`src/rtl/mine_placer.sv`:
```
// Mine placement engine for a 5x5 Minesweeper board: draws cells from a free-running
// 5-bit LFSR, rejects out-of-range and duplicate cells, and answers single-cell probes.
module mine_placer #(
  parameter int unsigned CELLS = 25,
  parameter int unsigned MINES = 5,
  parameter logic [4:0]  SEED  = 5'h01
) (
  input  logic        clka,
  input  logic        restart,
  input  logic        start,
  input  logic [4:0]  probe_addr,
  output logic        place_done,
  output logic [24:0] mine_map,
  output logic [4:0]  mine_count,
  output logic        probe_mine
);

  localparam logic [4:0] SEED_EFF = (SEED == 5'd0) ? 5'h01 : SEED;

  typedef enum logic [1:0] {IDLE, CLEAR, PLACE, DONE} state_t;

  state_t      state, state_next;
  logic [4:0]  lfsr, lfsr_next;
  logic [4:0]  cand;
  logic [31:0] map_ext;
  logic        accept, last, clear_board, probe_hit;

  always_comb begin
    lfsr_next = {lfsr[3:0], lfsr[4] ^ lfsr[2]};
    cand      = lfsr - 5'd1;
    map_ext   = {7'd0, mine_map};
    accept    = (state == PLACE) && (32'(cand) < CELLS) && !map_ext[cand];
    last      = accept && ((32'(mine_count) + 32'd1) == MINES);
    probe_hit = (32'(probe_addr) < CELLS) && map_ext[probe_addr];
  end

  always_comb begin
    state_next = state;
    unique case (state)
      IDLE:    if (start) state_next = CLEAR;
      CLEAR:   state_next = PLACE;
      PLACE:   if (last) state_next = DONE;
      DONE:    if (start) state_next = CLEAR;
      default: state_next = IDLE;
    endcase
  end

  // Board is wiped on the edge that enters CLEAR so place_done drops one cycle after start.
  assign clear_board = (state_next == CLEAR) || (state == CLEAR);

  always_ff @(negedge clka) begin
    if (restart) begin
      state      <= IDLE;
      lfsr       <= SEED_EFF;
      mine_map   <= '0;
      mine_count <= '0;
      place_done <= 1'b0;
      probe_mine <= 1'b0;
    end else begin
      state      <= state_next;
      lfsr       <= lfsr_next;
      probe_mine <= probe_hit;
      if (clear_board) begin
        mine_map   <= '0;
        mine_count <= '0;
        place_done <= 1'b0;
      end else if (accept) begin
        mine_map   <= mine_map | (25'd1 << cand);
        mine_count <= mine_count + 5'd1;
        if (last) place_done <= 1'b1;
      end
    end
  end

endmodule

```
`config.mk`:
```
export PLATFORM = sky130hd
export DESIGN_NAME = mine_placer
export DESIGN_NICKNAME = d
export VERILOG_FILES = /design/src/rtl/mine_placer.sv
export SDC_FILE = /design/constraint.sdc
export NUM_CORES = 1
export LEC_CHECK = 0
export CAP_MARGIN = 25
export CORE_ASPECT_RATIO = 0.9
export CORE_MARGIN = 2
export CORE_UTILIZATION = 52
export DETAILED_ROUTE_END_ITERATION = 6
export GPL_TIMING_DRIVEN = 0
export PLACE_DENSITY = 0.78
export SKIP_CTS_REPAIR_TIMING = 1
export SLEW_MARGIN = 25
export SYNTH_ARGS = -nofsm -noshare
export SYNTH_HDL_FRONTEND = slang
export SYNTH_SLANG_ARGS = --single-unit
```
`constraint.sdc`:
```
create_clock -name clka -period 2.67 [get_ports clka]
set_input_delay 0.534 -clock clka [delete_from_list [all_inputs] [get_ports clka]]
set_output_delay 0.534 -clock clka [all_outputs]
set_load 0.01 [all_outputs]
```
After elaboration in Yosys (flattened, before gate mapping). Cells that the tools add are included.

Output and inout bits: 32. Flip-flop bits (word level): 39. Logic and storage cells: 38.

Magnitude comparators: 4. Bitwise logic cells: 2. Reductions and logical operators: 10. $add $sub $neg: 3. Muxes and demuxes: 7. Shift-type cells: 1. Equal/unequal tests: 5.

Operator list (number): $or A25 B25 Y25 (1); $shl A1 B5 Y25 const A (1); $lt A5 B6 Y1 const B (2); $bmux W1 S5 (2); $lt A5 B5 Y1 const B (2); $add A5 B1 Y6 const B (1); $eq A6 B3 Y1 const B (1); $pmux W2 S3 (1); $add A5 B1 Y5 const B (1); $sub A5 B1 Y5 const B (1); $eq A2 B1 Y1 const B (2); $eq A2 B2 Y1 const B (2); $logic_and A1 B1 Y1 (4); $mux W2 (2); $reduce_or A2 Y1 (2); $logic_not A2 Y1 (1); $mux W1 (2); $reduce_and A2 Y1 (1); $logic_not A1 Y1 (1); $logic_or A1 B1 Y1 (1); $xor A1 B1 Y1 (1).

Logic depth before layout (Yosys ltp). Gate-level depths: netlist of run 1.

Depth in word-level cells: 11. Gate-level depth with buffers: 11. Mapped depth without buffers: 8.

==> out/qor.txt, run 1 <==
# diodes: 0
Avg WL per Cell: 17.40 um
setup violators final: 23
Reg-to-Reg End: state[0]
Finished Cell Area: 3379 sq um
initial cell density of the core: 0.5380
Clock transition at path regs: 0.04 ns
Pwr Density: 620.6 nW/um^2
final hold violation count: 0
count leader, synth: dfxtp_1
hold depth: 2
count of different cell masters after synthesis: 43
Area after DPL: 2694 sq um
clk_lat worst skew: 0.37 ns
Mapped Nets: 235
max-capacitance violation count: 0
synth top area cells: dfxtp_1, mux4_2, ha_1
sequential-to-total area share from yosys stat: 0.3586
CP Class: in -> reg
setup total negative slack: -0.8259 ns
I/O Buffers: 36
layout cell share with drive strength beyond 1: 0.4512
EDFF count, synth: 0
# clock sinks: 39
flop-to-flop setup slack: 0.04 ns
H-tree lvl count: 2
WP data required: 1.57 ns
Hold Path End: place_done
vias in the first global route: 1909
DRC: 0
synthesized area per cell: 9.987 sq um
critical path peak fanout: 6
row count: 22
outcome: complete, but fails checks
initial DRC count: 131
Max Root-Sink Buffers: 2
Worst Setup SP: probe_addr[0]
final core occ: 0.8352
setup ws final: -0.3113 ns
core area: 4046 sq um
largest area contributor in the netlist: dfxtp_1
Post-Layout Cell Count: 376
Worst EP arrival: 1.88 ns
nets: 344
Least-Margin Pin Slew: 0.4365 ns
hold path startpoint: place_done
Synth Flop Type: dfxtp_1
Netlist Area Pre-Place: 2177 sq um
crit path launch type: input port
initial antenna violation count: 0
Area growth syn-to-layout: 55.23%
Total Wirelength: 6.544 mm
warnings from Yosys: 0
grt ovf: 0
Layout fillers: 230
Yosys top cell area share: 0.3586
synth cell count leaders: dfxtp_1, nand2_1, nor2_1, o21ai_1, mux4_2
Vias: 2176
Peak VDD IR: 488.1 uV
die height: 65.39 um
CP Capture Type: register
slew margin rel.: 0.7069
IO Pins: 40
via density per instance: 5.787
#FFs+latches synth: 39
Lkg Pwr: 1.496 nW
clk_skew: 0.02283 ns
DIE AREA: 4721 sq um
post-placement cell count: 302
failing checks: setup timing
FF-to-FF path depth: 11
Antenna Nets Post-Route: 0
Detailed Place HPWL: 3.774 mm
CTS tree: built
Die W: 72.21 um
Root Driver: clkbuf_8
GR Util All Layers: 0.2431
cts bufs inserted: 5
pin count of the biggest net entering global routing: 13
Async SR Flop Fraction: 0
GP Congestion: 0.8119
first-pass GRT wire length: 8.749 mm
post-layout power: 2.097 mW
critical register-to-register path startpoint: lfsr[0]
setup repair after global routing missed its margin: yes
Max Transition Viols Final: 0
Syn Inst Count: 218
Hold Path Class: reg -> reg
DR pass1 iterations: 4
==> layer usage <==
metal  GRT usage  vias up  wire length, um
met5           0        -                0
met4     0.09906        0              157
met1      0.3048     1046             2721
met3      0.1043       19              486
li1            -     1004                -
met2      0.3670      107             3178
==> sequential cells by signal, summed over array words and instances, names as in the netlist <==
| signal | cells |
|---|---|
| state | 2 |
| place_done | 1 |
| lfsr | 5 |
| mine_count | 5 |
| probe_mine | 1 |
| mine_map | 25 |
==> critical path: stages <==
cell and delay (ns):
clkbuf_16 0.12, mux4_2 0.51, mux4_2 0.47, mux2i_1 0.18, nor2_1 0.07
==> how the worst max path moves through the flow <==
stage | endpoint | slack [ns] | cells past startpoint
final | probe_mine | -0.31 | 5
after global routing | probe_mine | -0.36 | 5
after CTS | mine_count[2] | -0.55 | 1
after detailed placement | mine_map[10] | -0.84 | 6
after global placement | mine_map[11] | -0.83 | 6
after floorplan | probe_mine | -0.54 | 5
==> power by group <==
part / switching, mW / internal [mW] / total, mW
logic: 0.378 / 0.357 / 0.735
registers: 0.0219 / 0.603 / 0.625
clock network: 0.384 / 0.354 / 0.738
==> through the flow <==
step / hold WS, ns / setup slack, ns
after global placement: 0.4405 / -0.8287
after detailed placement: 0.4431 / -0.8439
after CTS: 0.4501 / -0.5453
after floorplan: 0.4739 / -0.5352
after global routing: 0.4676 / -0.3602
final: 0.4517 / -0.3113
==> final cells by class <==
cell class | instances | area, sq um | share of cell area
Sequential cell | 39 | 857.1 | 0.2536
Tap cell | 48 | 60.06 | 0.01777
Buffer | 15 | 171.4 | 0.05072
Multi-Input combinational cell | 154 | 1359 | 0.4021
Clock buffer | 5 | 68.82 | 0.02036
Timing Repair Buffer | 64 | 638.1 | 0.1888
Clock inverter | 42 | 188.9 | 0.05591
Inverter | 9 | 36.28 | 0.01074
==> cell families (layout without fill, tap and decap cells) <==
logic type | count (synthesis) | count (layout) | share of synthesized area
AND/OR/NAND/NOR | 68 | 68 | 0.1649
AO/OA/AOI/OAI | 49 | 49 | 0.1805
flip-flops | 39 | 39 | 0.3586
buffers and inverters | 25 | 135 | 0.05115
multiplexers | 20 | 20 | 0.1609
adder cells (fa/ha/maj) | 9 | 9 | 0.05173
XOR/XNOR | 8 | 8 | 0.03219
==> cells in the final DEF (no fill, tap or decap), drive strengths merged <==
cell / count
buf: 67
inv: 49
dfxtp: 39
nand2: 21
nor2: 16
o21ai: 15
clkbuf: 14
mux4: 12
o21a: 10
ha: 9
a32o: 8
mux2i: 8
nand2b: 7
a21oi: 6
xnor2: 5
nand3: 5
nor2b: 5
xor2: 3
nand3b: 3
clkdlybuf4s50: 3
nor3: 3
nor4b: 3
a311oi: 2
or2: 2
o211ai: 2
o22ai: 2
nor3b: 1
or3: 1
o31a: 1
a2111oi: 1
a221oi: 1
and2: 1
o221ai: 1
clkinv: 1
bufinv: 1
Power figures use the tool's default switching activity.
==> run 2, diff against run 1 <==
--- a/config.mk
+++ b/config.mk
@@ -11,7 +11,7 @@
 export CORE_UTILIZATION = 52
 export DETAILED_ROUTE_END_ITERATION = 6
 export GPL_TIMING_DRIVEN = 0
-export PLACE_DENSITY = 0.78
+export PLACE_DENSITY = 0.79
 export SKIP_CTS_REPAIR_TIMING = 1
 export SLEW_MARGIN = 25
 export SYNTH_ARGS = -nofsm -noshare
==> run 2 against run 1 <==
  * Worst hold slack gained 0.0028 ns
  * Via count grew 1.7%
  * Cell area shrank 0.41%
  * Combinational power shrank 4.2%
  * Non-clock buffer count grew 4
  * Sequential power is essentially flat
  * Sequential share of layout area shrank 0.12 points
  * Routed wire length shrank 0.41%
  * The flow still finishes with violations (setup timing)
  * Largest cell class unchanged
  * Utilization shrank 0.34 points
  * Worst setup slack gained 0.030 ns
  * Critical path depth is the same
  * Critical path type unchanged
==> out/qor.txt, run 2 (same netlist as run 1, synthesis figures left out) <==
most common cell after layout, fill and taps aside: inv_1
die height: 65.39 um
critical path peak fanout: 5
GR Util All Layers: 0.2401
setup ws final: -0.2818 ns
layout cell share with drive strength beyond 1: 0.4532
Peak VDD IR: 456.8 uV
Max Transition Viols Final: 0
largest reg by FF count: mine_map
Vias: 2212
# diodes: 0
initial DRC count: 221
crit path cell chain: clkbuf_16 > mux4_2 > mux4_2 > mux2i_1 > nor2_1
final hold slack: 0.4544 ns
Max Root-Sink Buffers: 2
Switching Fraction: 0.3808
WP data required: 1.59 ns
Area growth syn-to-layout: 54.60%
max-capacitance violation count: 0
pin count of the biggest net entering global routing: 12
Detailed Place HPWL: 3.840 mm
Total Wirelength: 6.517 mm
H-tree lvl count: 2
nets: 348
CP Class: in -> reg
internal power: 1.284 mW
sequential power share: 0.303
row count: 22
most frequent cells in the layout: inv_1, buf_6, buf_4
Reg-to-Reg End: state[0]
CTS tree: built
cts bufs inserted: 5
CP endpoint: probe_mine
DIE AREA: 4721 sq um
core area: 4046 sq um
IO Pins: 40
Largest regs: mine_map (25), lfsr (5), mine_count (5)
DR pass1 iterations: 5
clk_lat worst skew: 0.39 ns
initial cell density of the core: 0.5380
Lkg Pwr: 1.490 nW
setup violators final: 26
Root Driver: clkbuf_8
setup repair after global routing missed its margin: yes
clock power share: 0.358
Setup Slack @ Placement: -0.9002 ns
Worst Setup SP: probe_addr[0]
Die W: 72.21 um
crit path launch type: input port
first-pass GRT wire length: 8.528 mm
clk_skew: 0.02959 ns
grt ovf: 0
Worst EP arrival: 1.87 ns
Clock transition at path regs: 0.03 ns
# clock sinks: 39
flop-to-flop setup slack: 0.06 ns
slew margin rel.: 0.7216
Hold Path Class: reg -> reg
Least-Margin Pin Slew: 0.4146 ns
GP Congestion: 0.8584
Worst path most repeated cell: mux4_2
Antenna Nets Post-Route: 0
vias in the first global route: 1841
max FFs per register: 25
critical register-to-register path startpoint: lfsr[0]
outcome: complete, but fails checks
Pwr Density: 616.2 nW/um^2
DRC: 0
CP Capture Type: register
CP max-delay cell: mux4_2
I/O Buffers: 36
Psw: 789.8 uW
via density per instance: 5.836
failing checks: setup timing
Crit path largest cell delay: 0.50 ns
setup total negative slack: -0.9679 ns
Avg WL per Cell: 17.20 um
FF-to-FF path depth: 11
initial antenna violation count: 0
Gate power share: 0.339
final hold violation count: 0
==> run 2: cell types whose count changed in the layout (fill, tap and decap cells not counted), sizes merged <==
cell and delta:
buf +6, inv -1, clkinvlp +1, clkinv -1, clkbuf -2
==> run 2: power groups by stage <==
stage | Combinational, mW | Sequential [mW] | Clock (mW)
CTS | 0.535 | 0.639 | 0.735
global route | 0.752 | 0.633 | 0.806
finish | 0.704 | 0.628 | 0.742
global placement | 0.521 | 0.646 | 0.0914
floorplan | 0.413 | 0.645 | 0.0914
detailed placement | 0.532 | 0.647 | 0.0914
==> run 2: how the worst min path moves through the flow <==
stage                    start          to  slack (ns)  cells after the start
CTS                 place_done  place_done        0.45                      2
finish              place_done  place_done        0.45                      2
global placement    place_done  place_done        0.44                      2
floorplan           place_done  place_done        0.47                      2
global route        place_done  place_done        0.47                      2
detailed placement  place_done  place_done        0.45                      2
==> run 2: stage by stage <==
stage	util	instance area (sq um)	std cells	power, mW
2_1_floorplan	-	2273	218	1.150
3_3_place_gp	0.6657	2694	302	1.258
3_5_place_dp	0.6657	2694	302	1.270
4_1_cts	0.7267	2940	347	1.908
5_1_grt	0.8318	3366	379	2.190
6_report	0.8318	3366	379	2.074
==> run 2: cell type report <==
type / count / area, sq um
inverters: 9 / 36.28
multi-input cells: 154 / 1345
clock inverters: 41 / 181.4
well taps: 48 / 60.06
clock buffers: 5 / 68.82
plain buffers: 14 / 160.2
flip-flops and latches: 39 / 849.6
repair buffers: 69 / 664.4
fillers: 246 / 680.7
==> run 2: metal layers <==
metal,global-route usage,vias to the layer above,part of all wire
li1,-,1007,-
met1,0.3086,1047,0.39
met2,0.3463,138,0.49
met3,0.09663,20,0.098
met4,0.1226,0,0.022
met5,0,-,0
==> run 2: critical path: cells and delay by family <==
kind,cells,cell delay [ns]
muxes,3,1.15
buffers and inverters,1,0.11
and+or+nand+nor,1,0.07
==> edit 1 (config.mk and constraints of run 2) <==
Change the parameter `CELLS` from 25 to 16.
--- a/src/rtl/mine_placer.sv
+++ b/src/rtl/mine_placer.sv
@@ -3,3 +3,3 @@
 module mine_placer #(
-  parameter int unsigned CELLS = 25,
+  parameter int unsigned CELLS = 16,
   parameter int unsigned MINES = 5,
Check against the original RTL: not equivalent (Yosys sat finds a counterexample within 10 cycles, from zero or initial values).
==> edit 1 against run 2 <==
- the flow still finishes with violations (negative setup slack)
- routed wire length shrank 12%
- power shrank 4.0%
- final cell count shrank 6.6%
- area after synthesis shrank 1.7%
- largest power group is now combinational logic
- clock skew shrank 0.014 ns
- cell area shrank 3.3%
- worst setup slack lost 0.026 ns
- highest routed layer unchanged
- sequential cell count is the same
- synthesized cell count shrank 12%
- first-iteration DRC count shrank 27%
==> edit 1: results (changes against run 2) <==
Run status
  • Outcome: complete, but fails checks (unchanged)
  • Failing checks: negative setup slack (unchanged)

Timing
  • Relative slew margins: 58.6% (was 72.2%)
  • Endpoints failing setup: 40 (was 26)
  • Setup ws final: -0.308 ns (was -0.282 ns)
  • Clock skew: 0.0154 ns (was 0.0296 ns)

Place
  • Placed Cells: 279 (was 302)
  • Port bufs: 39 (was 36)
  • Post-DP HPWL: 3.39 mm (was 3.84 mm)

Power
  • Peak VDD IR: 579 uV (was 457 uV)
  • Static Leakage: 0.00144 uW (was 0.00149 uW)

Synth
  • Post-synth top area share: 36.5% (was 35.9%)
  • Adder-Cell Fraction of Synth Area: 5.84% (was 5.17%)
  • Compound-cell area share of the yosys netlist: 13.8% (was 18.0%)
  • Netlist cell types: 42 (was 43)
  • Sequential fraction of the synthesis area: 36.5% (was 35.9%)
  • Mux contribution to synthesized area: 12.0% (was 16.1%)
  • Post-synth top cells: 39 x dfxtp_1, 16 x nor3_2, 10 x ha_1, 10 x inv_1 (was 39 x dfxtp_1, 21 x nand2_1, 15 x nor2_1)
  • Top cells by area, synth: dfxtp_1 36%, nor3_2 7.5%, mux4_2 7.4%, ha_1 5.8%, nor3b_2 5.3% (was dfxtp_1 36%, mux4_2 12%, ha_1 5.2%, a32o_1 3.7%, mux2i_1 3.7%)

Critical path
  • CP max-delay cell: a2111oi_4 (was mux4_2)
  • Delay-heaviest family, CP: compound AO/OA/AOI/OAI gates (was multiplexers)
  • Crit-path max cell delay: 0.36 ns (was 0.50 ns)

Routing
  • Initial DRC count: 161 (was 221)
  • Routed length per instance: 16.2 um (was 17.2 um)

Clock tree
  • Worst-Skew Late Latency: 0.36 ns (was 0.39 ns)

Layout
  • # fillers: 238 (was 246)
  • Share of layout cells above drive strength 1: 51.0% (was 45.3%)
  • Net count reported at finish: 323 (was 348)

Global routing
  • Total GRT Usage: 22.2% (was 24.0%)
==> edit 1: path summary, 6_finish.rpt <==
check / start / to / slack (ns) / cells after the start
min: place_done / place_done / 0.47 / 2
min reg2reg: place_done / place_done / 0.47 / 2
max reg2reg: lfsr[0] / mine_count[0] / -0.24 / 10
max: start / mine_count[0] / -0.31 / 8
==> edit 1: kinds of logic (layout without fill, tap and decap cells) <==
| family | after synthesis | after routing |
|---|---|---|
| muxes | 12 | 12 |
| xor gates and xnor gates | 5 | 5 |
| buffers and inverters | 22 | 136 |
| and+or+nand+nor | 66 | 66 |
| adders and majority gates | 10 | 10 |
| AOI/OAI and AO/OA | 38 | 38 |
| DFF | 39 | 39 |
==> edit 1: through the flow <==
step / utilization, % / total power, uW / TNS, ns / cell area [sq um] / setup slack, ns
6_report: 81.0 / 1990 / -7.98 / 3250 / -0.308
5_1_grt: 81.0 / 2120 / -10.28 / 3250 / -0.369
4_1_cts: 71.0 / 1840 / -37.91 / 2850 / -0.763
3_5_place_dp: 65.3 / 1300 / -38.17 / 2630 / -1.13
3_3_place_gp: 65.3 / 1290 / -38.23 / 2630 / -1.12
2_1_floorplan: - / 1170 / -10.0 / 2180 / -0.361
==> edit 1: power by group <==
group	internal, uW	switching [uW]	leakage, uW
logic	298	442	0.000859
clock network	253	368	0.000249
registers	601	28.0	0.000335
==> edit 1: worst reg2reg max path, stage by stage, from the launching register on <==
cell and delay (ns):
dfxtp_1 0.36, buf_6 0.15, inv_1 0.09, ha_1 0.39, mux4_2 0.35, mux2i_2 0.33
nand3_1 0.27, a2111oi_4 0.43, buf_4 0.23, buf_6 0.14, a211oi_2 0.04
==> edit 1: final cells by class <==
class / count / share of cell area [%]
multi-input cells: 131 / 39.9
flip-flops and latches: 39 / 26.1
repair buffers: 68 / 20.8
clock inverters: 42 / 4.92
plain buffers: 12 / 3.04
clock buffers: 5 / 2.11
well taps: 48 / 1.85
inverters: 9 / 1.27
==> edit 1: routing by layer <==
metal  part of all wire [%]  vias to the layer above  global-route usage, %
met1                     40                      957                   27.4
met5                      0                        -                      0
met4                   0.96                        0                   9.20
li1                       -                      947                      -
met3                    7.5                        8                   8.55
met2                     51                       98                   34.5
==> edit 2 (flow settings as in run 2) <==
Made on the original files. Encoding of `state_t`: now Gray code (2 bits for 4 states).
--- a/src/rtl/mine_placer.sv
+++ b/src/rtl/mine_placer.sv
@@ -19,3 +19,3 @@
 
-  typedef enum logic [1:0] {IDLE, CLEAR, PLACE, DONE} state_t;
+  typedef enum logic [1:0] {IDLE = 2'b00, CLEAR = 2'b01, PLACE = 2'b11, DONE = 2'b10} state_t;
 
Formal check against the unedited RTL: no difference found for any inputs over 10 cycles, from zero or initial values; not proved beyond that.
==> edit 2 against run 2 <==
- the run ends with design-rule violations, negative setup slack left
- first-iteration DRC count up 68%
- utilization up 6.4 points
- cell area up 8.4%
- die area up 0.76%
- routed wire length up 39%
- area after synthesis up 0.80%
- sequential cell count unchanged
- critical path depth up 2
- worst setup slack worse by 0.22 ns
Power is not compared: it rests on default switching activity, and its combinational part moved more than twofold at a synthesized area within 25%.
==> edit 2: results (changes against run 2) <==
Routing
  • Initial DRC count: 371 (was 221)
  • DRC viols: 2 (was 0)
  • Vias per inst: 6.47 (was 5.84)
  • Detailed Route WL: 9.05 mm (was 6.52 mm)

Critical path
  • Max FO, Critical Path: 4 (was 5)
  • Worst EP arrival: 2.04 ns (was 1.87 ns)

Timing
  • Endpoints failing setup: 47 (was 26)
  • Setup ws final: -0.497 ns (was -0.282 ns)
  • Clock skew: 0.0481 ns (was 0.0296 ns)
  • Worst-Margin Slew: 0.639 ns (was 0.415 ns)

Hold path
  • HP Start: mine_map[18] (was place_done)

Synth
  • Compound-cell area share of the yosys netlist: 18.6% (was 18.0%)
  • Syn_nets: 253 (was 235)
  • Post-synth top cells: 40 x nand2_1, 39 x dfxtp_1, 20 x nor2_1 (was 39 x dfxtp_1, 21 x nand2_1, 15 x nor2_1)
  • Sequential fraction of the synthesis area: 35.6% (was 35.9%)
  • Mux contribution to synthesized area: 17.2% (was 16.1%)

Place
  • Final GP Congestion: 0.804 (was 0.858)
  • Setup WS pre-CTS: -0.774 ns (was -0.900 ns)
  • Placed Cells: 323 (was 302)

Run status
  • Outcome: complete, but fails checks (unchanged)
  • Failing checks: design-rule violations, negative setup slack (was negative setup slack)

Layout
  • # fillers: 168 (was 246)
  • Net count reported at finish: 377 (was 348)

Global routing
  • Largest net degree at the start of global routing: 13 (was 12)
  • First-pass GRT wire length: 9.44 mm (was 8.53 mm)
## edit 2: changes by cell type in the layout (fill, tap and decap cells not counted), moves of 5 or more
| cell | run 2 | this run |
|---|---|---|
| dfxtp_2 | 19 | 14 |
| o21ai_0 | 1 | 6 |
| a21oi_2 | 5 | 0 |
| a21oi_1 | 1 | 13 |
| o21a_1 | 10 | 1 |
| o21ai_1 | 13 | 2 |
| xnor2_1 | 5 | 0 |
| dfxtp_4 | 12 | 18 |
| nand2_1 | 21 | 38 |
| buf_4 | 32 | 43 |
| a32o_1 | 8 | 2 |
## edit 2: where the power goes
part / internal [uW] / switching (uW) / leakage, uW
sequential: 574 / 7.26 / 0.000337
combinational: 134 / 179 / 0.00104
clock: 546 / 452 / 0.000286
## edit 2: cell families (layout without fill, tap and decap cells)
logic type,after synthesis,count (layout)
mux,24,24
fa+ha+maj,7,7
buf+inv,23,148
compound gates,53,53
flops,39,39
xor+xnor,3,3
simple gates,89,89
## edit 2: area by class of cell
type	instances	area [sq um]	area share (%)
plain buffers	14	151	4.15
clock buffers	5	68.8	1.89
clock inverters	42	236	6.48
inverters	7	30.0	0.823
multi-input cells	176	1510	41.3
flip-flops and latches	39	866	23.7
well taps	48	60.1	1.65
repair buffers	80	731	20.0
## edit 2: metal layers
metal / vias up / routed length (um) / track usage, %
met2: 258 / 4100 / 40.4
met4: 0 / 670 / 12.3
met3: 83 / 1090 / 7.82
li1: 1115 / - / -
met1: 1202 / 3180 / 33.8
met5: - / 0 / 0
## edit 2: final timing paths
path	cells after the start	endpoint	slack, ns
setup / recovery	7	probe_mine	-0.50
hold / removal	2	mine_map[18]	0.48
setup reg to reg	11	mine_map[5]	-0.16
hold reg to reg	2	mine_map[18]	0.48
